## src/rtl/clkrstgen.sv

```systemverilog
// -----------------------------------------------------------------------------
// clkrstgen -- board clock and reset generator
//
// Divides the oscillator clock CLK by a runtime-selectable integer N to make
// the system clock clk, with a one-CLK-cycle enable clk_en that marks the CLK
// cycle ending in each clk rising edge. Divisor changes go through a
// four-phase req/ack handshake and only take effect on a period boundary, so
// clk never produces a runt pulse. Also generates the system reset: asserted
// asynchronously by power_on_reset, released synchronously after a two-flop
// synchroniser plus RSTCYCLES clk periods.
//
// Ports:
//   CLK            in   oscillator clock, all flops on its rising edge
//   power_on_reset in   asynchronous active-high reset
//   div_sel        in   requested divisor N (0 and 1 are treated as 2)
//   div_req        in   four-phase request; div_sel stable while high
//   div_ack        out  four-phase acknowledge
//   clk            out  divided system clock (registered)
//   clk_en         out  high for the CLK cycle ending in a clk rise
//   reset          out  system reset, async assert, CLK-sync deassert
//   locked         out  reset low and no divisor change in progress
// -----------------------------------------------------------------------------
module clkrstgen #(
   parameter int DIVBITS     = 8,
   parameter int DEFAULT_DIV = 4,
   parameter int RSTCYCLES   = 16
) (
   input  logic               CLK,
   input  logic               power_on_reset,
   input  logic [DIVBITS-1:0] div_sel,
   input  logic               div_req,
   output logic               div_ack,
   output logic               clk,
   output logic               clk_en,
   output logic               reset,
   output logic               locked
);

   // Stretch counter holds 0 .. RSTCYCLES-1.
   localparam int SW = (RSTCYCLES < 2) ? 1 : $clog2(RSTCYCLES);

   localparam logic [SW-1:0]      STRETCH_LAST = SW'(RSTCYCLES - 1);
   localparam logic [DIVBITS-1:0] DIV_ONE      = DIVBITS'(1);
   localparam logic [DIVBITS-1:0] DIV_TWO      = DIVBITS'(2);
   localparam logic [DIVBITS-1:0] DIV_DEFAULT  = DIVBITS'(DEFAULT_DIV);

   typedef enum logic [1:0] {
      ST_IDLE,
      ST_PEND,
      ST_ACK
   } hs_state_e;

   // Release synchroniser
   logic [1:0]         sync_q;

   // Divider
   logic [DIVBITS-1:0] cnt_q, cnt_d;
   logic [DIVBITS-1:0] n_q, n_d;
   logic               clk_q, clk_d;
   logic               clk_en_q, clk_en_d;
   logic               boundary;
   logic               load;

   // Reset stretch
   logic [SW-1:0]      stretch_q, stretch_d;
   logic               reset_q, reset_d;

   // Handshake
   hs_state_e          state_q;
   logic [DIVBITS-1:0] pend_q;
   logic [DIVBITS-1:0] sel_clamped;
   logic               div_ack_q;
   logic               locked_q;

   // --------------------------------------------------------------------------
   // Next-state logic
   // --------------------------------------------------------------------------
   // NOTE: every signal written here gets a value before any condition, so no
   // path leaves it unassigned and no latch is inferred.
   always_comb begin
      boundary    = (cnt_q == n_q - DIV_ONE);
      // A pending divisor is swapped in exactly at the period boundary, so
      // the period that starts at cnt = 0 is wholly governed by the new N.
      load        = (state_q == ST_PEND) && boundary;
      n_d         = load ? pend_q : n_q;
      cnt_d       = boundary ? '0 : cnt_q + DIV_ONE;
      // clk is high for the first floor(N/2) counts of the period.
      clk_d       = (cnt_d < (n_d >> 1));
      clk_en_d    = (cnt_d == n_d - DIV_ONE);
      sel_clamped = (div_sel < DIV_TWO) ? DIV_TWO : div_sel;

      stretch_d   = stretch_q;
      reset_d     = reset_q;
      // Count clk rises (ends of clk_en pulses) only once the synchroniser
      // has released; the last one drops reset together with the clk rise.
      if (reset_q && !sync_q[1] && clk_en_q) begin
         if (stretch_q == STRETCH_LAST) begin
            reset_d = 1'b0;
         end else begin
            stretch_d = stretch_q + SW'(1);
         end
      end
   end

   // --------------------------------------------------------------------------
   // Release synchroniser: set by power_on_reset, shifts in zeros.
   // --------------------------------------------------------------------------
   // NOTE: clocked state uses non-blocking assignments so every flop samples
   // the pre-edge values regardless of statement order.
   always_ff @(posedge CLK or posedge power_on_reset) begin
      if (power_on_reset) begin
         sync_q <= 2'b11;
      end else begin
         sync_q <= {sync_q[0], 1'b0};
      end
   end

   // --------------------------------------------------------------------------
   // Divider and reset stretch registers
   // --------------------------------------------------------------------------
   always_ff @(posedge CLK or posedge power_on_reset) begin
      if (power_on_reset) begin
         cnt_q     <= '0;
         n_q       <= DIV_DEFAULT;
         clk_q     <= 1'b0;
         clk_en_q  <= 1'b0;
         stretch_q <= '0;
         reset_q   <= 1'b1;
      end else begin
         cnt_q     <= cnt_d;
         n_q       <= n_d;
         clk_q     <= clk_d;
         clk_en_q  <= clk_en_d;
         stretch_q <= stretch_d;
         reset_q   <= reset_d;
      end
   end

   // --------------------------------------------------------------------------
   // Divisor-change handshake with registered div_ack and locked
   // --------------------------------------------------------------------------
   always_ff @(posedge CLK or posedge power_on_reset) begin
      if (power_on_reset) begin
         state_q   <= ST_IDLE;
         pend_q    <= DIV_DEFAULT;
         div_ack_q <= 1'b0;
         locked_q  <= 1'b0;
      end else begin
         case (state_q)
            ST_IDLE: begin
               if (div_req) begin
                  pend_q   <= sel_clamped;
                  state_q  <= ST_PEND;
                  locked_q <= 1'b0;
               end else begin
                  locked_q <= !reset_d;
               end
            end
            // A request dropped early still completes here; the ACK state
            // then returns to IDLE on the following edge.
            ST_PEND: begin
               locked_q <= 1'b0;
               if (load) begin
                  state_q   <= ST_ACK;
                  div_ack_q <= 1'b1;
               end
            end
            ST_ACK: begin
               if (!div_req) begin
                  state_q   <= ST_IDLE;
                  div_ack_q <= 1'b0;
                  locked_q  <= !reset_d;
               end else begin
                  locked_q  <= 1'b0;
               end
            end
            default: begin
               state_q   <= ST_IDLE;
               div_ack_q <= 1'b0;
               locked_q  <= 1'b0;
            end
         endcase
      end
   end

   assign clk     = clk_q;
   assign clk_en  = clk_en_q;
   assign reset   = reset_q;
   assign div_ack = div_ack_q;
   assign locked  = locked_q;

endmodule

```

## config.mk

```make
export PLATFORM = sky130hd
export DESIGN_NAME = clkrstgen
export DESIGN_NICKNAME = d
export VERILOG_FILES = /design/src/rtl/clkrstgen.sv
export SDC_FILE = /design/constraint.sdc
export NUM_CORES = 1
export LEC_CHECK = 0
export ABC_AREA = 0
export CAP_MARGIN = 5
export CORE_UTILIZATION = 59
export CTS_CLUSTER_SIZE = 30
export DETAILED_ROUTE_END_ITERATION = 12
export PLACE_DENSITY = 0.8
export REMOVE_ABC_BUFFERS = 1
export SLEW_MARGIN = 10
export SYNTH_ARGS = -nofsm -noshare
export SYNTH_HDL_FRONTEND = slang
export SYNTH_SLANG_ARGS = --single-unit
```

## constraint.sdc

```tcl
create_clock -name CLK -period 4.45 [get_ports CLK]
set_input_delay 0.6675 -clock CLK [delete_from_list [all_inputs] [get_ports CLK]]
set_output_delay 0.6675 -clock CLK [all_outputs]
set_load 0.1 [all_outputs]
```

==> results of run 1 <==
[synthesized netlist by cell type, drive strengths merged (2+ instances only)]
master | n | area, um2
nand3 | 6 | 30.0
dfrtp | 32 | 801
o22ai | 5 | 31.3
a211o | 2 | 17.5
nand4 | 2 | 12.5
nor2 | 19 | 81.3
o221ai | 2 | 23.8
nor4 | 3 | 18.8
clkbuf | 5 | 18.8
nand4b | 3 | 26.3
xnor2 | 15 | 131
nor3 | 11 | 55.1
o21a | 3 | 22.5
or4 | 3 | 26.3
xor2 | 6 | 52.6
nand2b | 4 | 25.0
inv | 19 | 71.3
nand3b | 4 | 30.0
nand2 | 13 | 53.8
a21oi | 7 | 35.0
a211oi | 3 | 27.5
buf | 5 | 56.3
and2 | 3 | 18.8
or3b | 2 | 17.5
or3 | 2 | 12.5
or2 | 2 | 12.5
ha | 10 | 125
o21ai | 7 | 38.8
mux2 | 10 | 116
mux2i | 9 | 93.8
dfstp | 5 | 131
and3 | 2 | 13.8
[routing by layer]
| metal | track usage (%) | share of wire (%) | vias up |
|---|---|---|---|
| met4 | 11.4 | 2.3 | 0 |
| met3 | 5.81 | 4.5 | 8 |
| li1 | - | - | 862 |
| met1 | 35.9 | 45 | 892 |
| met2 | 40.0 | 48 | 55 |
| met5 | 0 | 0 | - |
[cells by family after synthesis]
kind of cell               after synthesis  synth area share [%]
buffers and inverters                   29                  6.24
other                                    1                 0.160
xor gates and xnor gates                21                  7.84
and+or+nand+nor                         81                  19.1
AOI/OAI and AO/OA                       40                  12.6
muxes                                   19                  8.96
adders and majority gates               10                  5.33
DFF                                     37                  39.7
[cell type report]
class | instances | area [um2]
Clock inverter | 1 | 7.51
Tap cell | 48 | 60.1
Inverter | 19 | 71.3
Sequential cell | 37 | 932
Fill cell | 306 | 1160
Timing Repair Buffer | 16 | 158
Clock buffer | 7 | 86.3
Multi-Input combinational cell | 172 | 1270
[sequential cells by signal, summed over array words and instances, names as in the netlist]
name	count
stretch_q	4
clk_en	1
sync_q	2
pend_q	8
cnt_q	8
locked	1
clk	1
state_q	2
n_q	8
div_ack	1
reset	1
[power by group through the flow]
stage | Combinational (uW) | Sequential (uW) | Clock [uW]
2_1_floorplan | 43.2 | 398 | 0
3_3_place_gp | 63.2 | 406 | 0
3_5_place_dp | 64.4 | 407 | 0
4_1_cts | 64.6 | 401 | 248
5_1_grt | 70.4 | 406 | 262
6_report | 63.7 | 403 | 244
[final timing paths]
kind	to	slack, ps	depth (start not counted)
max in group asynchronous	n_q[2]$_DFF_PP1_	3340	3
min in group asynchronous	clk_en$_DFF_PP0_	770	3
worst min register to register	sync_q[1]$_DFF_PP1_	360	0
worst max-delay path	clk$_DFF_PP0_	640	11
worst min-delay path	sync_q[1]$_DFF_PP1_	360	0
worst max register to register	clk$_DFF_PP0_	640	11
[through the flow]
stage                     area (um2)  worst slack [ps]  util (%)
after global placement          2490               836      66.5
after detailed placement        2490               699      66.5
final                           2580               638      69.0
after CTS                       2580               686      69.0
after floorplan                 2270              1080         -
after global routing            2580               458      69.0
[critical path, delay by kind of cell, from the launching register on]
kind / cells / cell delay [ps]
and+or+nand+nor: 4 / 1580
AOI/OAI and AO/OA: 5 / 1070
DFF: 1 / 460
muxes: 1 / 370
adders and majority gates: 1 / 290
==> results.cfg, run 1 <==
[power_and_ir_drop]
p_sw_share_pct = 25.5
seqPwrFrac_pct = 56.7
p_per_area_mw_per_mm2 = 275
power.total_uw = 710
vdd.ir_drop.worst_v = 0.000239
pwr-share-comb_pct = 9.0
internal_power_uw = 529
clkPwrFrac_pct = 34.4
switching_power_uw = 181
p_leak_uw = 0.00114

[job]
drv_cap = 0

[place]
port_buffers = 15
post-place-cells = 292
hpwl_mm = 3.53
gp_congestion = 0.861

[grt]
track_usage_pct = 26.2
globalRouteOverflowTotal = 0
grt_max_degree = 38
antenna_found_initial = 0
grt_first_pass_wirelength_mm = 8.12
grt_pass1_vias = 1674

[clock_network]
htreeDepth = 2
clk_pin_slew_ps = 80
cts_setup_buffers = 0
cts_buffers = 5
clockBufferDepth = 2
clock_latency_ps = 300
cts_tree = done
clock-sinks = 37
ctsResizeCount = 0
root_buffer = clkbuf_8
hold_buffers = 0

[worst_setup_path]
critPathKind = reg2reg
worstReg2RegStart = n_q[0]$_DFF_PP0_
start_kind = flip-flop
slowest_delay_ps = 580
cp.required_ps = 4690
path_max_fanout = 11
crit_start = n_q[0]$_DFF_PP0_
worst-endpoint-arrival_ps = 4050
cpMaxStageDelayCell = or4_4
path_cells = or4_4 -> or4_1 -> o31ai_2 -> o221ai_2 -> nor2_4 -> mux2i_1 -> ha_1 -> o21ai_0 -> nand2b_1 -> a311oi_1 -> o21a_1
cp-end-kind = flip-flop

[floorplan]
core_area_mm2 = 0.00374
fp.dieW_um = 65.1
die_y_um = 65.1
io_pins = 16
start_util_pct = 62.7
dieArea_mm2 = 0.00423
num_rows = 22

[status]
status = finished clean

[cells_and_area]
drive_gt1_share_pct = 14.7
layout.cells.non_filler = 300
area_growth_pct = 10.1
final_cell_mix = dfrtp_1, inv_1, nor2_1
mostFrequentLayoutCell = dfrtp_1
n_antenna_cell = 0
fin_nets = 272

[worst_hold_path]
min_path_type = reg2reg
hold_path_startpoint = sync_q[0]$_DFF_PP1_

[timing]
holdWs_ps = 362
rsz0062_at_grt = false
fin_crit_ps = 3810
post-route-period-util_pct = 85.7
max_clock_freq_mhz = 262
slew_viol_final = 0
fin_setup_tns_ps = 0
max_slew_margin_pct = 35.4
hold_viol = 0
tightest_slew_ps = 966
setup_viol = 0
fin_skew_ps = 10.6

[logic_synthesis]
ys_types = 57
yosys_warnings = 0
yosysSeqAreaShare_pct = 39.7
syn_area_per_cell_um2 = 9.86
netlist_area_mm2 = 0.00235
ys_ff_latch = 37
syn_inst = 238
async_flop_share_pct = 100
synth-edff-count = 0
synth-main-ff-cell = dfrtp_1

[detailed_routing]
first_iter_violations = 79
drt_first_pass_iters = 4
routed_via_density = 6.06
drc = 0
vias = 1817
drtAntennaViolNets = 0
wire_per_inst_um = 16.0
wirelength_mm = 4.80
No activity file was read; power rests on OpenSTA's default activity.
==> run 2: changes to the inputs <==
--- a/config.mk
+++ b/config.mk
@@ -7,11 +7,13 @@
 export LEC_CHECK = 0
 export ABC_AREA = 0
 export CAP_MARGIN = 5
-export CORE_UTILIZATION = 59
+export CORE_UTILIZATION = 60
 export CTS_CLUSTER_SIZE = 30
 export DETAILED_ROUTE_END_ITERATION = 12
-export PLACE_DENSITY = 0.8
+export DONT_BUFFER_PORTS = 1
+export PLACE_DENSITY = 0.76
 export REMOVE_ABC_BUFFERS = 1
+export SKIP_CTS_REPAIR_TIMING = 1
 export SLEW_MARGIN = 10
 export SYNTH_ARGS = -nofsm -noshare
 export SYNTH_HDL_FRONTEND = slang
==> run 2 against run 1 <==
Against the previous run: global-route usage grew 0.59 points; final cell count fell by 4.7%; sequential share of layout area increased by 2.3 points; setup slack worse by 14 ps; non-clock buffer count is 14 lower; count of clock-buffer cells in the layout is 1 lower; register-to-register slack hardly changed; clock power is 8% lower; die area decreased by 1.6%; total power down 4.2%; fmax shrank 0.37%.
==> results.cfg, run 2 (synthesis gave the netlist of run 1 again) <==
[timing]
hold_viol = 0
max_slew_margin_pct = 33.8
fin_crit_ps = 3830
slew_viol_final = 0
rsz0062_at_grt = false
tightest_slew_ps = 993
timing.final.ws_setup_ps = 624
setup_viol = 0
fin_setup_tns_ps = 0
max_clock_freq_mhz = 261
post-route-period-util_pct = 86.0
fin_skew_ps = 9.47

[power_and_ir_drop]
p_sw_share_pct = 26.0
seqPwrFrac_pct = 59.5
switching_power_uw = 177
internal_power_uw = 503
pwr-share-comb_pct = 7.4
vdd.ir_drop.worst_v = 0.000219
p_leak_uw = 0.00109
clkPwrFrac_pct = 33.1
power.total_uw = 680
p_per_area_mw_per_mm2 = 280

[worst_setup_path]
path_cells = or4_4 -> or4_1 -> o31ai_2 -> o221a_1 -> nand2_2 -> mux2i_2 -> ha_1 -> a211o_1 -> a311oi_1 -> o21a_1
cp.required_ps = 4690
critPathKind = reg2reg
worst-endpoint-arrival_ps = 4060
slowest_delay_ps = 690
start_kind = flip-flop
path_max_fanout = 18
cpMaxStageDelayCell = o221a_1
cp-end-kind = flip-flop

[place]
placed_cell_area_mm2 = 0.00235
hpwl_mm = 3.60
dp_slack_ps = 727
port_buffers = 0
gp_congestion = 0.892

[cells_and_area]
n_antenna_cell = 0
drive_gt1_share_pct = 16.0
mostFrequentLayoutCell = dfrtp_1
regArea_um2 = 932
area_growth_pct = 3.52
multi_input_area_mm2 = 0.00127
fin_nets = 258
final_core_util_pct = 65.4
final_cell_mix = dfrtp_1, inv_1, nor2_1
fill_cells = 316
stdcell_area_mm2 = 0.00243
top_regs = cnt_q x8, n_q x8, pend_q x8

[floorplan]
core_area_mm2 = 0.00372
dieArea_mm2 = 0.00417
io_pins = 16
fp.dieW_um = 64.5
start_util_pct = 63.2
die_y_um = 64.5
num_rows = 22

[detailed_routing]
wirelength_mm = 4.81
drc = 0
vias = 1757
drtAntennaViolNets = 0
routed_via_density = 6.14
first_iter_violations = 144
drt_first_pass_iters = 4
wire_per_inst_um = 16.8

[clock_network]
htreeDepth = 2
clock-sinks = 37
cts_tree = done
clock_latency_ps = 300
root_buffer = clkbuf_8
clockBufferDepth = 2
cts_buffers = 5
clk_pin_slew_ps = 70

[grt]
antenna_found_initial = 0
grt_first_pass_wirelength_mm = 8.22
globalRouteOverflowTotal = 0
track_usage_pct = 26.8
grt_max_degree = 38
grt_pass1_vias = 1745

[job]
drv_cap = 0

[status]
status = finished clean

[worst_hold_path]
min_path_type = in2async
[run 2: changes by cell type in the layout (fill, tap and decap cells not counted), sizes merged]
cell,change
clkinv,+2
clkdlybuf4s50,-15
clkinvlp,-1
buf,+1
clkbuf,-1
[run 2: metal layers]
layer	track usage (%)	vias up	wire [um]
met5	0	-	0
met4	9.44	0	68
met3	5.46	8	288
met2	44.3	58	2340
met1	34.8	857	2120
li1	-	834	-
[run 2: layout make-up]
| class | count | share of cell area [%] |
|---|---|---|
| timing repair buffer | 2 | 0.618 |
| sequential | 37 | 38.4 |
| inverter | 19 | 2.94 |
| clock buffer | 6 | 2.99 |
| clock inverter | 2 | 0.412 |
| tap | 48 | 2.47 |
| multi-input combinational | 172 | 52.2 |
[run 2: power groups by stage]
| stage | combinational, uW | sequential [uW] | clock (uW) |
|---|---|---|---|
| finish | 50.1 | 405 | 225 |
| global route | 55.8 | 408 | 244 |
| CTS | 51.1 | 404 | 229 |
| detailed placement | 51.3 | 410 | 0 |
| global placement | 49.6 | 409 | 0 |
| floorplan | 43.2 | 398 | 0 |
[run 2: worst paths after layout]
path                                      from               endpoint  slack [ps]  cells past startpoint
setup / recovery              n_q[0]$_DFF_PP0_          clk$_DFF_PP0_         620                     10
hold / removal                  power_on_reset  pend_q[7]$_DFFE_PP0P_         360                      2
setup reg to reg              n_q[0]$_DFF_PP0_          clk$_DFF_PP0_         620                     10
hold reg to reg            sync_q[0]$_DFF_PP1_    sync_q[1]$_DFF_PP1_         360                      0
max in group asynchronous       power_on_reset        reset$_DFF_PP1_        3750                      2
min in group CLK           sync_q[0]$_DFF_PP1_    sync_q[1]$_DFF_PP1_         360                      0
[run 2: critical path: cells and delay by family (launching register included)]
family / cells / cell delay [ps]
AOI/OAI and AO/OA: 5 / 1430
and+or+nand+nor: 3 / 1390
adders and majority gates: 1 / 220
muxes: 1 / 250
DFF: 1 / 460
[run 2: stage by stage]
step,std cells,hold slack [ps]
detailed placement,278,347
global route,286,365
global placement,278,346
finish,286,356
CTS,286,357
floorplan,228,345
==> run 3: changes to the inputs <==
--- a/config.mk
+++ b/config.mk
@@ -6,6 +6,7 @@
 export NUM_CORES = 1
 export LEC_CHECK = 0
 export ABC_AREA = 0
+export ABC_CLOCK_PERIOD_IN_PS = 4450
 export CAP_MARGIN = 5
 export CORE_UTILIZATION = 60
 export CTS_CLUSTER_SIZE = 30
==> results of run 3 <==
Final layout, timing and power as in run 2 (identical DEF).
